`config.mk`:
```
export PLATFORM = sky130hd
export DESIGN_NAME = mic_volume_meter
export DESIGN_NICKNAME = d
export VERILOG_FILES = /design/src/rtl/mic_vol_pkg.sv /design/src/rtl/vu_peak_tracker.sv /design/src/rtl/mic_volume_meter.sv
export SDC_FILE = /design/constraint.sdc
export NUM_CORES = 1
export LEC_CHECK = 0
export BUFFER_PORTS_ARGS = -buffer_cell sky130_fd_sc_hd__clkbuf_2
export CORE_MARGIN = 2
export CORE_UTILIZATION = 45
export DETAILED_ROUTE_END_ITERATION = 12
export HOLD_SLACK_MARGIN = 0.12
export PLACE_DENSITY = 0.72
export RECOVER_POWER = 25
export SYNTH_ARGS = -nofsm -noshare
export SYNTH_HDL_FRONTEND = slang
export SYNTH_SLANG_ARGS = --single-unit
```
`constraint.sdc`:
```
create_clock -name clk -period 7.8 [get_ports clk]
set_clock_uncertainty 0.15 [all_clocks]
set_input_delay 0.78 -clock clk [delete_from_list [all_inputs] [get_ports clk]]
set_output_delay 0.78 -clock clk [all_outputs]
set_load 0.005 [all_outputs]
```
`src/rtl/mic_vol_pkg.sv`:
```
// Shared definitions for the mic volume meter.
//   - RGB565 colour constants used by the palettes
//   - palette_t: the five colours one theme needs (low/mid/high zone, background, peak marker)
//   - theme_palette(): maps the 2-bit theme switch to a palette
//   - border coordinates for the three nested frames on the 96x64 OLED
package mic_vol_pkg;

  localparam logic [15:0] C_BLACK   = 16'h0000;
  localparam logic [15:0] C_WHITE   = 16'hFFFF;
  localparam logic [15:0] C_GREEN   = 16'h07E0;
  localparam logic [15:0] C_YELLOW  = 16'hFFE0;
  localparam logic [15:0] C_RED     = 16'hF800;
  localparam logic [15:0] C_MAGENTA = 16'hF81F;
  localparam logic [15:0] C_BLUE    = 16'h001F;
  localparam logic [15:0] C_ORANGE  = 16'hFC00;
  localparam logic [15:0] C_PURPLE  = 16'h8204;
  localparam logic [15:0] C_SKY     = 16'h5FFF;

  typedef struct packed {
    logic [15:0] low;
    logic [15:0] mid;
    logic [15:0] high;
    logic [15:0] bg;
    logic [15:0] marker;
  } palette_t;

  // Frame edges: each border is a one-pixel rectangle between LO and the X/Y HI edge.
  localparam int OUTER_LO   = 1;
  localparam int OUTER_HI_X = 94;
  localparam int OUTER_HI_Y = 62;
  localparam int MID_LO     = 3;
  localparam int MID_HI_X   = 92;
  localparam int MID_HI_Y   = 60;
  localparam int INNER_LO   = 5;
  localparam int INNER_HI_X = 90;
  localparam int INNER_HI_Y = 58;

  localparam int SCREEN_MAX_X = 95;
  localparam int SCREEN_MAX_Y = 63;

  function automatic palette_t theme_palette(input logic [1:0] theme_sw);
    palette_t p;
    case (theme_sw)
      2'b00:   p = '{low: C_GREEN,   mid: C_YELLOW,  high: C_RED,     bg: C_BLACK, marker: C_WHITE};
      2'b01:   p = '{low: C_MAGENTA, mid: C_BLUE,    high: C_ORANGE,  bg: C_WHITE, marker: C_BLACK};
      2'b10:   p = '{low: C_YELLOW,  mid: C_GREEN,   high: C_MAGENTA, bg: C_BLUE,  marker: C_WHITE};
      default: p = '{low: C_PURPLE,  mid: C_MAGENTA, high: C_BLUE,    bg: C_SKY,   marker: C_BLACK};
    endcase
    return p;
  endfunction

endpackage

```
`src/rtl/vu_peak_tracker.sv`:
```
// Smoothed level and peak-hold state for the volume meter.
//   clk, reset   : clock, asynchronous active-high reset
//   sample_tick  : one-cycle strobe that advances the state
//   freeze       : 1 masks sample_tick (level, peak and hold counter stay put)
//   volume       : raw unsigned volume
//   level        : smoothed level (instant attack, 1 step per tick release)
//   peak         : peak-hold value (holds HOLD_TICKS ticks, then decays 1 per tick)
module vu_peak_tracker #(
  parameter int VOL_W      = 5,
  parameter int HOLD_TICKS = 3
) (
  input  logic             clk,
  input  logic             reset,
  input  logic             sample_tick,
  input  logic             freeze,
  input  logic [VOL_W-1:0] volume,
  output logic [VOL_W-1:0] level,
  output logic [VOL_W-1:0] peak
);

  localparam int HW = (HOLD_TICKS > 0) ? $clog2(HOLD_TICKS + 1) : 1;

  logic [VOL_W-1:0] level_q, level_d;
  logic [VOL_W-1:0] peak_q, peak_d;
  logic [HW-1:0]    hold_q, hold_d;
  logic [VOL_W-1:0] level_dec;

  always_comb begin
    level_d   = level_q;
    peak_d    = peak_q;
    hold_d    = hold_q;
    // Release step clamped at zero; on the release path volume <= level_q,
    // so max(level-1, volume) never undershoots the live input.
    level_dec = (level_q != '0) ? level_q - 1'b1 : '0;
    if (sample_tick && !freeze) begin
      if (volume > level_q) level_d = volume;
      else                  level_d = (level_dec > volume) ? level_dec : volume;

      // Peak follows the new level, not the old one.
      if (level_d >= peak_q) begin
        peak_d = level_d;
        hold_d = HW'(HOLD_TICKS);
      end else if (hold_q != '0) begin
        hold_d = hold_q - 1'b1;
      end else if (peak_q != '0) begin
        peak_d = peak_q - 1'b1;
      end
    end
  end

  always_ff @(posedge clk or posedge reset) begin
    if (reset) begin
      level_q <= '0;
      peak_q  <= '0;
      hold_q  <= '0;
    end else begin
      level_q <= level_d;
      peak_q  <= peak_d;
      hold_q  <= hold_d;
    end
  end

  assign level = level_q;
  assign peak  = peak_q;

endmodule

```
`src/rtl/mic_volume_meter.sv`:
```
// Clocked mic volume display for a 96x64 RGB565 OLED.
//   clk, reset   : clock, asynchronous active-high reset
//   sample_tick  : advances smoothed level / peak-hold state
//   freeze       : holds level, peak and hold counter
//   volume       : raw unsigned mic volume
//   theme_sw     : palette select
//   x, y         : pixel being requested by the OLED driver
//   oled_data    : registered colour for the (x,y,theme_sw) of the previous cycle
// Rendering: three nested borders, then the peak marker, then lit bars, else background.
module mic_volume_meter
  import mic_vol_pkg::*;
#(
  parameter int N_BARS     = 6,
  parameter int VOL_W      = 5,
  parameter int HOLD_TICKS = 3,
  parameter int X0         = 18,
  parameter int BAR_LEN    = 60,
  parameter int Y0         = 17,
  parameter int BAR_H      = 5
) (
  input  logic             clk,
  input  logic             reset,
  input  logic             sample_tick,
  input  logic             freeze,
  input  logic [VOL_W-1:0] volume,
  input  logic [1:0]       theme_sw,
  input  logic [6:0]       x,
  input  logic [5:0]       y,
  output logic [15:0]      oled_data
);

  localparam int STEP = (2 ** VOL_W + N_BARS - 1) / N_BARS;
  localparam int LW   = VOL_W + 4;

  logic [VOL_W-1:0] level, peak;

  vu_peak_tracker #(
    .VOL_W      (VOL_W),
    .HOLD_TICKS (HOLD_TICKS)
  ) u_tracker (
    .clk         (clk),
    .reset       (reset),
    .sample_tick (sample_tick),
    .freeze      (freeze),
    .volume      (volume),
    .level       (level),
    .peak        (peak)
  );

  palette_t    pal;
  int          xi, yi, pk, row_lo;
  logic        in_range, outer_hit, mid_hit, inner_hit, in_bar_x;
  logic        marker_hit, bar_hit, in_slot;
  logic [15:0] bar_col;
  logic [15:0] oled_d, oled_q;

  always_comb begin
    pal        = theme_palette(theme_sw);
    xi         = int'(x);
    yi         = int'(y);
    in_range   = (xi <= SCREEN_MAX_X) && (yi <= SCREEN_MAX_Y);
    outer_hit  = (((xi == OUTER_LO) || (xi == OUTER_HI_X)) && (yi >= OUTER_LO) && (yi <= OUTER_HI_Y)) ||
                 (((yi == OUTER_LO) || (yi == OUTER_HI_Y)) && (xi >= OUTER_LO) && (xi <= OUTER_HI_X));
    mid_hit    = (((xi == MID_LO) || (xi == MID_HI_X)) && (yi >= MID_LO) && (yi <= MID_HI_Y)) ||
                 (((yi == MID_LO) || (yi == MID_HI_Y)) && (xi >= MID_LO) && (xi <= MID_HI_X));
    inner_hit  = (((xi == INNER_LO) || (xi == INNER_HI_X)) && (yi >= INNER_LO) && (yi <= INNER_HI_Y)) ||
                 (((yi == INNER_LO) || (yi == INNER_HI_Y)) && (xi >= INNER_LO) && (xi <= INNER_HI_X));
    in_bar_x   = (xi >= X0) && (xi <= X0 + BAR_LEN - 1);
    // pk is only meaningful when peak != 0; STEP*N_BARS >= 2^VOL_W keeps it below N_BARS.
    pk         = (int'(peak) - 1) / STEP;
    marker_hit = 1'b0;
    bar_hit    = 1'b0;
    bar_col    = pal.bg;
    row_lo     = 0;
    in_slot    = 1'b0;
    for (int i = 0; i < N_BARS; i++) begin
      row_lo  = Y0 + i * BAR_H;
      // The last row of every slot is a background gap.
      in_slot = in_bar_x && (yi >= row_lo) && (yi <= row_lo + BAR_H - 2);
      if (in_slot && (peak != '0) && (i == pk)) marker_hit = 1'b1;
      if (in_slot && (LW'(level) > LW'(i * STEP))) begin
        bar_hit = 1'b1;
        if (i < N_BARS / 3)          bar_col = pal.low;
        else if (i < 2 * N_BARS / 3) bar_col = pal.mid;
        else                         bar_col = pal.high;
      end
    end

    if (!in_range)       oled_d = pal.bg;
    else if (outer_hit)  oled_d = pal.low;
    else if (mid_hit)    oled_d = pal.mid;
    else if (inner_hit)  oled_d = pal.high;
    else if (marker_hit) oled_d = pal.marker;
    else if (bar_hit)    oled_d = bar_col;
    else                 oled_d = pal.bg;
  end

  always_ff @(posedge clk or posedge reset) begin
    if (reset) oled_q <= 16'h0000;
    else       oled_q <= oled_d;
  end

  assign oled_data = oled_q;

endmodule

```
==> parameters.txt, run 1 <==
Parameter                              Value

Pwr
  Leakage power    about 0.0014 µW
  Power density over cell area    roughly 330 mW/mm²
  Peak supply drop    0.000139 V

Logic synthesis
  Fraction of post-synthesis cell area in the top cell type by area    0.166
  Number of flip-flops and latches in the synthesized netlist    20
  Average instance area after synthesis    7.16 µm²
  Netlist area before placement    0.00302 mm²
  Number of enable-type register cells in the synthesized netlist    0
  Main area contributors after synthesis    sky130_fd_sc_hd__dfrtp_1 (17%), sky130_fd_sc_hd__ha_1 (12%), sky130_fd_sc_hd__a21oi_1 (6.6%)
  Cells after synthesis    421
  Synth unique cells    66
  Proportion of register bits with asynchronous set or reset after synthesis    1.00
  Sequential fraction of the synthesis area    0.166
  Area leader, netlist    sky130_fd_sc_hd__dfrtp_1
  Count of warnings emitted by yosys    0
  Syn_nets    roughly 470
  Main flop type after synthesis    sky130_fd_sc_hd__dfrtp_1

Routing
  Violation count after the first detailed-routing iteration    181
  Residual DRC    1
  Average vias per placed instance    6.15
  Detailed Route WL    between 7000 and 8000 µm
  Total via count in the routed design    approximately 3,100
  First-pass iteration count of the detailed router    9
  Routed wire per std cell    approximately 14 µm
  Remaining number of nets flagged by the antenna check after routing    0

Place
  Count of port buffers added during placement    39
  RePlAce Congestion    roughly 0.94
  HPWL reported at the end of detailed placement    5760 µm
  Post-place instance area    ~0.0031 mm²

Global routing
  Largest net degree at the start of global routing    21
  Vias in the first global route    around 2,800
  Gr usage total    0.202
  Number of antenna violations at the first check in global routing    0
  Wire length of the first global-routing pass    around 13,000 µm
  Total overflow reported by the global router    0

Clock network
  Clock buffer depth    2
  Number of hold buffers added after cts    0
  Clock H-tree levels    1
  Post-cts sizing count    0
  Clock Tree Root    sky130_fd_sc_hd__clkbuf_8
  Clock buffer count from CTS    3
  Clock Sink Count    20
  CTS tree    built
  Clock-pin slew on the worst setup and hold paths    0.09 ns
  Clock insertion delay at the later pin of the skew report    ~0.26 ns
  Number of buffers inserted to repair setup after CTS    0

Cells and area
  Number of nets in the layout    just under 500
  Share of post-route cells with drive strength above 1    0.152
  Area overhead of the layout relative to synthesis    6.76%
  Most common library cell in the layout ignoring fill and taps    sky130_fd_sc_hd__nor2_1
  Fill cells    between 600 and 700
  Diodes inserted    0
  Final Cell Area    ~0.0032 mm²
  Highest-count cells in the layout ignoring fill and taps    sky130_fd_sc_hd__nor2_1 (47), sky130_fd_sc_hd__a21oi_1 (40), sky130_fd_sc_hd__clkbuf_2 (39), sky130_fd_sc_hd__nand2_1 (31), sky130_fd_sc_hd__inv_1 (29)

Floorplan
  Chip height    around 86 µm
  Floorplan Core Area    0.00642 mm²
  Effective utilization at floorplan    0.470
  # rows    29
  Area of the die    0.00737 mm²
  Number of I/O pins    40
  Die width    85.9 µm

Run
  MaxCap Viol Count    0

Timing
  Setup TNS after final layout    0 ns
  Slew Viols, Final    0
  Final setup viols    0
  Count of final hold-check violations    0
  Maximum achievable frequency    approximately 180 MHz
  Worst slew slack as a fraction of its limit    0.393
  RSZ-0062 raised after global routing    false
  Period minus WS final    about 5.4 ns
  Slew at the pin closest to its max-slew limit    around 0.91 ns
  Final clock period utilization by the worst path    0.699

Hold path
  Worst min-delay path startpoint    u_tracker.hold_q[0]$_DFFE_PP0P_
  Worst min-delay path category    register to register

Worst setup path
  Setup crit start kind    register
  Launch instance of the worst register-to-register path    u_tracker.level[1]$_DFFE_PP0P_
  Type of the worst setup path    register to register
  CP endpoint kind    register
  Critical Path AT    about 5.4 ns
  Largest fanout on the critical path    11
  Source of the critical timing path    u_tracker.level[1]$_DFFE_PP0P_
  Data required time of the worst path    between 7 and 8 ns

Run status
  Result of the run    finished with violations
  Violated checks    design-rule violations
## where the power goes
| group | total, µW | internal, µW | switching (µW) |
|---|---|---|---|
| Combinational | 722 | 317 | 405 |
| Sequential | 223 | 143 | 80.2 |
| Clock | 104 | 68.5 | 35.9 |
| Total | 1050 | 529 | 522 |
## path summary, 6_finish.rpt
kind                                                         to  slack [ns]  cells after the start
worst max register to register    u_tracker.peak[0]$_DFFE_PP0P_        2.35                     23
worst min-delay path            u_tracker.hold_q[0]$_DFFE_PP0P_        0.32                      1
max in group asynchronous               oled_data[13]$_DFF_PP0_        6.53                      2
worst min register to register  u_tracker.hold_q[0]$_DFFE_PP0P_        0.32                      1
min in group asynchronous         u_tracker.peak[2]$_DFFE_PP0P_        0.48                      2
worst max-delay path              u_tracker.peak[0]$_DFFE_PP0P_        2.35                     23
## kinds of logic (layout without fill, tap and decap cells)
kind of cell / Yosys count / after routing / share of synthesized area
AOI/OAI and AO/OA: 136 / 136 / 0.299
xor gates and xnor gates: 5 / 5 / 0.0145
adders and majority gates: 28 / 28 / 0.116
buffers and inverters: 59 / 72 / 0.0888
DFF: 20 / 20 / 0.166
muxes: 11 / 11 / 0.0411
and+or+nand+nor: 162 / 162 / 0.275
## metal layers
metal | vias up | GRT usage | part of all wire
met1 | 1476 | 0.295 | 0.49
met3 | 6 | 0.0154 | 0.042
met2 | 91 | 0.325 | 0.46
met4 | 0 | 0.0476 | 0.0093
met5 | - | 0 | 0
li1 | 1572 | - | -
## worst max-delay path: stages, from the launching register on
cell	delay [ns]
sky130_fd_sc_hd__dfrtp_1	0.44
sky130_fd_sc_hd__inv_1	0.14
sky130_fd_sc_hd__ha_1	0.22
sky130_fd_sc_hd__nor4b_1	0.53
sky130_fd_sc_hd__nor2_1	0.14
sky130_fd_sc_hd__ha_1	0.31
sky130_fd_sc_hd__nor2b_1	0.13
sky130_fd_sc_hd__o21a_1	0.16
sky130_fd_sc_hd__o21a_1	0.15
sky130_fd_sc_hd__o21ai_0	0.16
sky130_fd_sc_hd__nand2b_1	0.11
sky130_fd_sc_hd__nand3_1	0.21
sky130_fd_sc_hd__nor2_1	0.06
sky130_fd_sc_hd__a21oi_1	0.26
sky130_fd_sc_hd__ha_1	0.29
sky130_fd_sc_hd__nand2b_1	0.14
sky130_fd_sc_hd__a21o_1	0.18
sky130_fd_sc_hd__a21o_1	0.18
sky130_fd_sc_hd__a21oi_1	0.14
sky130_fd_sc_hd__nor2b_1	0.07
sky130_fd_sc_hd__nor2_1	0.45
sky130_fd_sc_hd__a21oi_1	0.37
sky130_fd_sc_hd__mux2i_1	0.24
sky130_fd_sc_hd__o31ai_1	0.09
## state kept, by name, summed over array words and instances, names as in the netlist
name / flops
oled_data: 8
u_tracker.hold_q: 2
u_tracker.level: 5
u_tracker.peak: 5
## metrics by stage
step	std cells	setup slack [ns]	power, µW	hold slack (ns)	util
2_1_floorplan	421	3.30	795	0.290	-
3_3_place_gp	507	2.72	912	0.303	0.490
3_5_place_dp	507	2.45	940	0.308	0.490
4_1_cts	511	2.40	1050	0.320	0.501
5_1_grt	511	1.81	1160	0.338	0.501
6_report	511	2.35	1050	0.317	0.501
## synthesized netlist by cell type, drive strengths merged, types with 3 or more instances
library cell and number:
nor2 48, a21oi 40, nand2 31, inv 29, ha 28, o21ai 28
dfrtp 20, clkbuf 18, nor3 15, nand3 14, buf 12, a211oi 9
nor2b 9, mux2 8, nand2b 7, o21a 7, o22ai 7, nand3b 6
o31ai 6, or2 5, or3 5, xnor2 5, a22oi 4, a32oi 3
and2 3, and3 3, mux2i 3, nand4 3, nor3b 3, nor4 3
o211ai 3
## cell type report
class | instances | area [µm²] | area share
clock buffers | 3 | 41.3 | 0.0128
clock inverters | 1 | 30.0 | 0.00933
inverters | 29 | 109 | 0.0338
well taps | 77 | 96.3 | 0.0299
repair buffers | 39 | 195 | 0.0606
flip-flops and latches | 20 | 500 | 0.155
multi-input cells | 342 | 2250 | 0.698
No activity file was read; power rests on OpenSTA's default activity.
==> run 2, diff against run 1 <==
==> constraint.sdc (replaced) <==
create_clock -name clk -period 5.5 [get_ports clk]
set_clock_uncertainty 0.15 [all_clocks]
set_input_delay 0.55 -clock clk [delete_from_list [all_inputs] [get_ports clk]]
set_output_delay 0.55 -clock clk [all_outputs]
set_load 0.005 [all_outputs]
==> parameters.txt, run 2 (synthesis results as in run 1) <==
Parameter                              Value

Timing
  Min Hold Slack    0.254 ns (-0.0634 ns)
  Slew at the pin closest to its max-slew limit    0.934 ns (+0.0284 ns)
  Slew Viols, Final    0 (unchanged)
  Final clock period utilization by the worst path    0.912 (+0.214)
  Setup TNS after final layout    0 ns (unchanged)
  Maximum achievable frequency    199 MHz (+8.6%)
  RSZ-0062 raised after global routing    false
  Worst slew slack as a fraction of its limit    0.374 (-0.0191)
  Count of final hold-check violations    0 (unchanged)
  Period minus WS final    5.02 ns (-0.432 ns)
  Final setup viols    0 (unchanged)

Run status
  Result of the run    finished with violations
  Violated checks    design-rule violations

Pwr
  Peak supply drop    0.000172 V (+23%)
  Net switching power    743 µW (+43%)
  Part of the total power dissipated in combinational logic    0.693 (+0.005)
  Power density over cell area    467 mW/mm² (+43%)
  Leakage power    0.00142 µW (+0.40%)
  Reg power frac    0.209 (-0.004)
  Total internal power    767 µW (+45%)
  Share of total power in the clock network    0.097 (-0.002)
  Net Sw Frac    0.492 (-0.00433)

Worst setup path
  Termination of the worst setup path    u_tracker.peak[0]$_DFFE_PP0P_
  Critical Path AT    5.00 ns (-0.43 ns)
  Largest fanout on the critical path    11 (unchanged)
  Reg-to-reg critical path endpoint    u_tracker.peak[0]$_DFFE_PP0P_
  Launch instance of the worst register-to-register path    u_tracker.level[1]$_DFFE_PP0P_
  Data required time of the worst path    5.49 ns (-2.30 ns)
  CP endpoint kind    register
  Cell depth of the worst flop-to-flop path    23 (unchanged)
  Setup crit start kind    register
  Source of the critical timing path    u_tracker.level[1]$_DFFE_PP0P_
  Type of the worst setup path    register to register
  Register-to-register path setup slack    0.48 ns (-1.87 ns)

Global routing
  Vias in the first global route    2,754 (-1.8%)
  Largest net degree at the start of global routing    21 (unchanged)
  Number of antenna violations at the first check in global routing    0 (unchanged)
  Wire length of the first global-routing pass    12,300 µm (-3.1%)
  Gr usage total    0.196 (-0.00626)
  Total overflow reported by the global router    0 (unchanged)

Cells and area
  Share of post-route cells with drive strength above 1    0.156 (+0.00425)
  Fill cells    629 (-2.3%)
  Area overhead of the layout relative to synthesis    7.22%
  Diodes inserted    0 (unchanged)
  Most common library cell in the layout ignoring fill and taps    sky130_fd_sc_hd__nor2_1
  Number of nets in the layout    488 (+0.21%)
  Final Core Density    0.503 (+0.00214)
  Highest-count cells in the layout ignoring fill and taps    sky130_fd_sc_hd__nor2_1 (47), sky130_fd_sc_hd__a21oi_1 (40), sky130_fd_sc_hd__clkbuf_2 (39), sky130_fd_sc_hd__nand2_1 (31), sky130_fd_sc_hd__inv_1 (29)
  Number of flip-flops in the largest register    8 (unchanged)

Hold path
  Worst min-delay path category    primary input to async pin

Routing
  Detailed Route WL    7310 µm (about the same)
  Routed wire per std cell    14.3 µm (-0.24%)
  Average vias per placed instance    6.01 (-2.3%)
  Remaining number of nets flagged by the antenna check after routing    0 (unchanged)
  Violation count after the first detailed-routing iteration    228 (+26%)
  Total via count in the routed design    3,078 (-2.1%)
  First-pass iteration count of the detailed router    9 (unchanged)
  Residual DRC    1 (unchanged)

Floorplan
  Die width    85.9 µm (unchanged)
  Floorplan Core Area    0.00642 mm² (unchanged)
  # rows    29 (unchanged)
  Effective utilization at floorplan    0.470 (unchanged)
  Number of I/O pins    40 (unchanged)
  Area of the die    0.00737 mm² (unchanged)
  Chip height    85.9 µm (unchanged)

Clock network
  Clock Sink Count    20 (unchanged)
  Clock buffer depth    2 (unchanged)
  Clock H-tree levels    1 (unchanged)
  Clock-pin slew on the worst setup and hold paths    0.09 ns (about the same)
  Post-cts sizing count    0 (unchanged)
  Clock Tree Root    sky130_fd_sc_hd__clkbuf_8
  CTS tree    built
  Clock buffer count from CTS    3 (unchanged)
  Number of hold buffers added after cts    0 (unchanged)
  Clock insertion delay at the later pin of the skew report    0.26 ns (about the same)
  Number of buffers inserted to repair setup after CTS    0 (unchanged)

Place
  HPWL reported at the end of detailed placement    5670 µm (-1.5%)
  Count of port buffers added during placement    39 (unchanged)
  RePlAce Congestion    0.909 (-3.1%)

Run
  MaxCap Viol Count    0 (unchanged)
[run 2: cell count changes in the layout (fill, tap and decap cells not counted)]
| cell | previous run | this run |
|---|---|---|
| sky130_fd_sc_hd__buf_4 | 0 | 1 |
| sky130_fd_sc_hd__nor4b_2 | 0 | 1 |
| sky130_fd_sc_hd__nor4b_1 | 2 | 1 |
[run 2: worst min-delay path by stage]
stage / to / startpoint / slack [ns] / cells past startpoint
2_1_floorplan: u_tracker.hold_q[0]$_DFFE_PP0P_ / u_tracker.hold_q[0]$_DFFE_PP0P_ / 0.29 / 1
3_3_place_gp: u_tracker.hold_q[0]$_DFFE_PP0P_ / u_tracker.hold_q[0]$_DFFE_PP0P_ / 0.30 / 1
3_5_place_dp: u_tracker.hold_q[0]$_DFFE_PP0P_ / u_tracker.hold_q[0]$_DFFE_PP0P_ / 0.31 / 1
4_1_cts: u_tracker.peak[4]$_DFFE_PP0P_ / reset / 0.28 / 2
5_1_grt: u_tracker.peak[4]$_DFFE_PP0P_ / reset / 0.33 / 2
6_report: u_tracker.peak[4]$_DFFE_PP0P_ / reset / 0.25 / 2
[run 2: stage by stage]
| step | worst slack (ns) | total power, µW | instance area [µm²] | cells |
|---|---|---|---|---|
| floorplan | 0.998 | 1130 | 3020 | 421 |
| global placement | 0.656 | 1310 | 3160 | 508 |
| detailed placement | 0.413 | 1340 | 3160 | 508 |
| CTS | 0.372 | 1500 | 3230 | 512 |
| global route | 0.119 | 1660 | 3230 | 512 |
| finish | 0.483 | 1510 | 3230 | 512 |
[run 2: worst max-delay path, cell delays in order, from the launching register on]
cell and delay (ns):
sky130_fd_sc_hd__dfrtp_1 0.45, sky130_fd_sc_hd__inv_1 0.15, sky130_fd_sc_hd__ha_1 0.22, sky130_fd_sc_hd__nor4b_2 0.39
sky130_fd_sc_hd__nor2_1 0.12, sky130_fd_sc_hd__ha_1 0.30, sky130_fd_sc_hd__nor2b_1 0.14, sky130_fd_sc_hd__o21a_1 0.17
sky130_fd_sc_hd__o21a_1 0.16, sky130_fd_sc_hd__o21ai_0 0.14, sky130_fd_sc_hd__nand2b_1 0.11, sky130_fd_sc_hd__nand3_1 0.21
sky130_fd_sc_hd__mux2i_1 0.36, sky130_fd_sc_hd__inv_1 0.08, sky130_fd_sc_hd__ha_1 0.28, sky130_fd_sc_hd__a21o_1 0.10
sky130_fd_sc_hd__a21o_1 0.11, sky130_fd_sc_hd__a21oi_1 0.06, sky130_fd_sc_hd__nor2b_1 0.13, sky130_fd_sc_hd__nor2_1 0.06
sky130_fd_sc_hd__buf_4 0.16, sky130_fd_sc_hd__a21oi_1 0.52, sky130_fd_sc_hd__mux2i_1 0.25, sky130_fd_sc_hd__o31ai_1 0.08
[run 2: cell type report]
| class | instances | area, µm² | area share |
|---|---|---|---|
| inverter | 29 | 109 | 0.0337 |
| clock inverter | 1 | 30.0 | 0.00929 |
| tap | 77 | 96.3 | 0.0298 |
| clock buffer | 3 | 41.3 | 0.0128 |
| timing repair buffer | 40 | 203 | 0.0627 |
| multi-input combinational | 342 | 2250 | 0.697 |
| sequential | 20 | 500 | 0.155 |
[run 2: per-layer routing]
metal	global-route usage	vias to the layer above	wire (µm)
li1	-	1562	-
met1	0.280	1394	3600
met2	0.313	116	3230
met3	0.0221	6	422
met4	0.0548	0	56
met5	0	-	0
[run 2: power by group through the flow]
stage / clock network, µW / logic [µW] / registers [µW]
floorplan: 0 / 873 / 255
global placement: 0 / 995 / 311
detailed placement: 0 / 1030 / 315
CTS: 150 / 1030 / 313
global route: 156 / 1170 / 331
finish: 147 / 1050 / 316
